## config.mk

```make
export PLATFORM = sky130hd
export DESIGN_NAME = svf_output_stage
export DESIGN_NICKNAME = d
export VERILOG_FILES = /design/src/rtl/svf_output_stage.sv
export SDC_FILE = /design/constraint.sdc
export NUM_CORES = 1
export LEC_CHECK = 0
export ABC_CLOCK_PERIOD_IN_PS = 10700
export CAP_MARGIN = 15
export CORE_MARGIN = 1.5
export CORE_UTILIZATION = 50
export CTS_CLUSTER_DIAMETER = 150
export DETAILED_ROUTE_END_ITERATION = 10
export PLACE_DENSITY_LB_ADDON = 0.25
export REMOVE_ABC_BUFFERS = 1
export SYNTH_ARGS = -nofsm -noshare
export SYNTH_HDL_FRONTEND = slang
export SYNTH_SLANG_ARGS = --single-unit
```

## constraint.sdc

```tcl
create_clock -name clk -period 10.7 [get_ports clk]
set_input_delay 1.07 -clock clk [delete_from_list [all_inputs] [get_ports clk]]
set_output_delay 1.07 -clock clk [all_outputs]
set_load 0.02 [all_outputs]
```

## src/rtl/svf_output_stage.sv

```systemverilog
// Output stage for the state-variable filter: captures the filter taps, mixes them with saturation,
// applies master volume and drives a double-buffered 8-bit PWM stream.
module svf_output_stage #(
  parameter bit          ENABLE_DIRECT = 1'b1,
  parameter logic [7:0]  RESET_DUTY    = 8'h80
) (
  input  logic              clk,
  input  logic              rst,
  input  logic              sample_valid,
  input  logic signed [7:0] hp_in,
  input  logic signed [7:0] bp_in,
  input  logic signed [7:0] lp_in,
  input  logic signed [7:0] direct_in,
  input  logic [2:0]        mode,
  input  logic [3:0]        vol,
  output logic signed [7:0] level_out,
  output logic              level_valid,
  output logic              pwm_out,
  output logic [7:0]        drop_cnt
);

  logic              r_s1_valid;
  logic signed [7:0] r_s1_hp;
  logic signed [7:0] r_s1_bp;
  logic signed [7:0] r_s1_lp;
  logic signed [7:0] r_s1_dir;
  logic [2:0]        r_s1_mode;
  logic [3:0]        r_s1_vol;

  logic              r_s2_valid;
  logic signed [7:0] r_s2_mix;
  logic [3:0]        r_s2_vol;

  logic signed [7:0] r_level;
  logic              r_level_valid;

  logic [7:0]        r_pwm_cnt;
  logic [7:0]        r_duty_pending;
  logic [7:0]        r_duty_active;
  logic              r_pending_fresh;
  logic              r_pwm_out;
  logic [7:0]        r_drop_cnt;

  logic signed [9:0]  w_sum;
  logic signed [7:0]  w_sat;
  logic signed [11:0] w_mix_ext;
  logic signed [11:0] w_vol_ext;
  logic signed [11:0] w_prod;
  logic signed [7:0]  w_scaled;
  logic [7:0]         w_duty_new;
  logic               w_wrap;
  logic               w_write;
  logic               w_unused_prod_lsb;

  // 10 bits holds four 8-bit signed terms (-512..508) without overflow
  always_comb begin
    w_sum = '0;
    if (r_s1_mode[2]) w_sum = w_sum + {{2{r_s1_hp[7]}}, r_s1_hp};
    if (r_s1_mode[1]) w_sum = w_sum + {{2{r_s1_bp[7]}}, r_s1_bp};
    if (r_s1_mode[0]) w_sum = w_sum + {{2{r_s1_lp[7]}}, r_s1_lp};
    if (ENABLE_DIRECT) w_sum = w_sum + {{2{r_s1_dir[7]}}, r_s1_dir};
  end

  always_comb begin
    w_sat = w_sum[7:0];
    if (w_sum > 10'sd127)       w_sat = 8'sh7F;
    else if (w_sum < -10'sd128) w_sat = 8'sh80;
  end

  // Product range -1920..1905 fits in 12 signed bits; bits [11:4] are the floor of /16
  assign w_mix_ext         = {{4{r_s2_mix[7]}}, r_s2_mix};
  assign w_vol_ext         = {8'd0, r_s2_vol};
  assign w_prod            = w_mix_ext * w_vol_ext;
  assign w_scaled          = w_prod[11:4];
  assign w_unused_prod_lsb = ^w_prod[3:0];
  assign w_duty_new        = w_scaled ^ 8'h80;

  assign w_wrap  = (r_pwm_cnt == 8'hFF);
  assign w_write = r_s2_valid;

  always_ff @(posedge clk) begin
    if (rst) begin
      r_s1_valid      <= 1'b0;
      r_s1_hp         <= '0;
      r_s1_bp         <= '0;
      r_s1_lp         <= '0;
      r_s1_dir        <= '0;
      r_s1_mode       <= '0;
      r_s1_vol        <= '0;
      r_s2_valid      <= 1'b0;
      r_s2_mix        <= '0;
      r_s2_vol        <= '0;
      r_level         <= '0;
      r_level_valid   <= 1'b0;
      r_pwm_cnt       <= '0;
      r_duty_pending  <= RESET_DUTY;
      r_duty_active   <= RESET_DUTY;
      r_pending_fresh <= 1'b0;
      r_pwm_out       <= 1'b0;
      r_drop_cnt      <= '0;
    end else begin
      r_s1_valid <= sample_valid;
      if (sample_valid) begin
        r_s1_hp   <= hp_in;
        r_s1_bp   <= bp_in;
        r_s1_lp   <= lp_in;
        r_s1_dir  <= direct_in;
        r_s1_mode <= mode;
        r_s1_vol  <= vol;
      end

      r_s2_valid <= r_s1_valid;
      r_s2_mix   <= w_sat;
      r_s2_vol   <= r_s1_vol;

      r_level_valid <= r_s2_valid;
      if (r_s2_valid) r_level <= w_scaled;

      r_pwm_cnt <= r_pwm_cnt + 8'd1;
      r_pwm_out <= (r_pwm_cnt < r_duty_active);

      // A write landing on the wrap edge is held for the following period, so it is not a drop
      if (w_wrap) r_duty_active <= r_duty_pending;
      if (w_write) begin
        r_duty_pending  <= w_duty_new;
        r_pending_fresh <= 1'b1;
      end else if (w_wrap) begin
        r_pending_fresh <= 1'b0;
      end

      if (w_write && r_pending_fresh && !w_wrap && (r_drop_cnt != 8'hFF))
        r_drop_cnt <= r_drop_cnt + 8'd1;
    end
  end

  assign level_out   = r_level;
  assign level_valid = r_level_valid;
  assign pwm_out     = r_pwm_out;
  assign drop_cnt    = r_drop_cnt;

endmodule
```

==> results.md <==
* Most frequent cells in the layout: 89 x dfxtp_1, 83 x nor2_1, 64 x inv_1
* Clock Pin Slew Worst Setup and Hold Paths at 0.07 ns
* Final period util at 53.7%
* Hold Buf Count CTS at 0
* GR peak layer: met2
* Final Hold Fails at 0
* Final #Nets at 813
* Die height at 111 um
* Register bit total from synthesis at 89
* P&R area growth vs syn at 16.1%
* Outcome: completed
* R2r endpoint: r_s2_mix[2]
* Routability cong. at 0.841
* Ys flop type: dfxtp_1
* Drt first pass iters at 6
* Total GRT Usage at 18.9%
* Largest family of logic cells by synthesized area: adder cells
* Min Tclk post-route at 5.74 ns
* CTS H-tree lvls at 3
* N_diodes at 0
* Slowest cell delay on critical path at 0.57 ns
* FFs w/ async S/R, synth at 0%
* Hold path depth at 1
* Power consumption at 791 uW
* Routed len/inst at 13.0 um
* VDD IR max at 0.000123 V
* Rel. slew slack at 41.6%
* Hold path start: r_s1_valid
* Simple-Gate Fraction of Synth Area at 15.9%
* Grt total ovfl at 0
* Fraction of layout cells with a size suffix above 1 at 4.83%
* Post-Synth Adder-Cell Area at 18.4%
* Port-buffer cells at 59
* Slowest CP cell: dfxtp_1
* Hold Path End: r_s2_valid
* Met3 usage at 4.10%
* Most common cell after layout, fill and taps aside: dfxtp_1
* Yosys warning total at 0
* Reg2Reg Depth at 24
* Die area at 12300 um^2
* Worst slew pin tran at 0.876 ns
* P per Cell Area at 117 nW/um^2
* Initial antenna violation count at 0
* GR Layer Usage met2 at 32.8%
* Largest net degree at the start of global routing at 91
* FF+latch area at 1780 um^2
* Maxcap violations at 0
* Leak at 3.01 nW
* Endpoint class of the critical path: flip-flop
* Filler Cell Count at 1009
* Core Box Area at 11400 um^2
* Finished Layout Cells at 847
* Met1 usage at 23.0%
* Num CTS Buffers at 9
* R2R setup slack at 4.96 ns
* Cell breakdown of the critical path: nand2_1 > inv_1 > ha_1 > a21o_1 > maj3_1 > maj3_1 > a21oi_1 > xnor2_1 > nand2_1 > o21ai_0 > ha_1 > a21oi_1 > o21ai_0 > xor2_1 > mux2_2 > ha_1 > a21oi_1 > o21ai_0 > a21oi_2 > xnor2_1 > nor3_1 > or3_4 > nand4b_1 > o41ai_1
* Fmax at 174 MHz
* Crit path required time at 10.89 ns
* Via count at 4477
* Reg2reg start: r_s1_mode[2]
* Routed wire length at 11000 um
* Clock skew at 0.00954 ns
* Clock sink total at 89
* Mean post-synth cell area at 8.86 um^2
* Slew Limit Fails at 0
* Worst Setup Path Type: flip-flop to flip-flop
* Post-synthesis mux area share at 10.3%
* Core Rows at 39
* Clock root cell: clkbuf_16
* Setup ws final at 4.96 ns
* Post-synth EDFFs at 0
* Post-route ant nets at 0
* DP Worst Slack at 5.12 ns
* Unrepaired setup endpoints after global routing: false
* XOR/XNOR share of the synthesized area at 6.63%
* Number of I/O pins at 60
* DIE WIDTH at 111 um
* Final Cell Area at 6750 um^2
* Post-CTS Setup Bufs at 0
* CP Data Arrival Time at 5.93 ns
* Critical path buffers and inverters at 1
* Cell Area, Synth at 5810 um^2
* Post-synthesis sequential area ratio at 30.7%
* Multi-input gate area at 3650 um^2
* Residual DRC at 0
* Critical path's top delay family: adder cells
* Worst hold path class: flip-flop to flip-flop
* Longest Clk Path Bufs at 2
* Global-route wire length before repair at 19600 um
* Worst setup SP type: flip-flop
* Compound-Gate Fraction of Synth Area at 11.7%
* Clk Latency, worst-skew pair at 0.34 ns
* Post-DP HPWL at 8390 um
* Via-per-instance ratio at 5.29
* Initial core utilization at 51.1%
* First-iteration detailed-routing DRC count at 142
* Vias in the first global route at 4458
* CTS tree: built
* Post-Synthesis Cells at 656
* Setup TNS at 0 ns
* Netlist cell types at 56
* Final setup violation count at 0
* Post-Place Cells at 831
* Cts repair resizes at 0
* Dpl cell area at 6450 um^2
* CP Max Fanout at 14
## state kept, by name, indices dropped and copies added, names as in the netlist
register and count:
r_s1_lp 8, r_s1_hp 8, level_valid 1, r_s1_dir 8
pwm_out 1, r_duty_active 8, r_pending_fresh 1, r_pwm_cnt 8
r_s1_valid 1, r_duty_pending 1, level_out 8, drop_cnt 8
r_s1_bp 8, r_s2_vol 4, r_s2_valid 1, r_s1_vol 4
r_s2_mix 8, r_s1_mode 3
## cell type report
| type | count | share of cell area [%] |
|---|---|---|
| clock buffers | 9 | 3.34 |
| clock inverters | 7 | 1.08 |
| inverters | 64 | 3.56 |
| multi-input cells | 474 | 54.1 |
| flip-flops and latches | 89 | 26.4 |
| well taps | 143 | 2.65 |
| repair buffers | 61 | 8.83 |
## cells by family after synthesis
family,count (synthesis)
simple gates,194
compound gates,102
buf+inv,93
flops,89
fa+ha+maj,75
mux,59
xor+xnor,44
## per-layer routing
layer,up-vias,share of wire (%)
met5,-,0
met4,0,2.1
met3,20,2.8
met2,65,49
met1,2110,46
li1,2282,-
## power by group
group	internal, mW	switching (mW)
registers	0.349	0.0180
logic	0.0588	0.0570
clock network	0.165	0.144
total	0.572	0.219
## metrics by stage
| step | utilization (%) | hold WS, ns |
|---|---|---|
| 6_report | 59.3 | 0.454 |
| 5_1_grt | 59.3 | 0.475 |
| 4_1_cts | 59.3 | 0.464 |
| 3_5_place_dp | 56.7 | 0.437 |
| 3_3_place_gp | 56.7 | 0.419 |
| 2_1_floorplan | - | 0.414 |
## worst max path at each step
stage	end	from	slack, ns	depth (start not counted)
4_1_cts	r_s2_mix[2]	r_s1_mode[2]	5.03	24
2_1_floorplan	r_s2_mix[0]	r_s1_mode[2]	5.69	24
3_3_place_gp	r_s2_mix[2]	r_s1_mode[2]	5.37	24
6_report	r_s2_mix[2]	r_s1_mode[2]	4.96	24
3_5_place_dp	r_s2_mix[2]	r_s1_mode[2]	5.12	24
5_1_grt	r_s2_mix[2]	r_s1_mode[2]	4.62	24
## synth_stat cells (3+ instances only)
cell       n  area [um^2]
and4_1     3         26.3
o22ai_1    4         25.0
o21bai_1   4         30.0
fa_1      18          360
inv_1     64          240
nor3_1     4         20.0
mux2_2     5         56.3
nand2_1   35          131
o31ai_1    4         30.0
buf_4      7         52.6
nand2b_1  12         75.1
nor2_1    83          312
a21oi_1   27          135
nand3_1   10         50.1
mux2i_1   54          541
clkbuf_1  20         75.1
and2_1    23          144
dfxtp_1   89         1780
ha_1      54          676
nor2b_1   12         75.1
a211oi_1   4         30.0
xnor2_1   23          201
o21ai_0   18         90.1
o21a_1     5         37.5
a21o_1    13         97.6
xor2_1    21          184
Power figures use the tool's default switching activity.
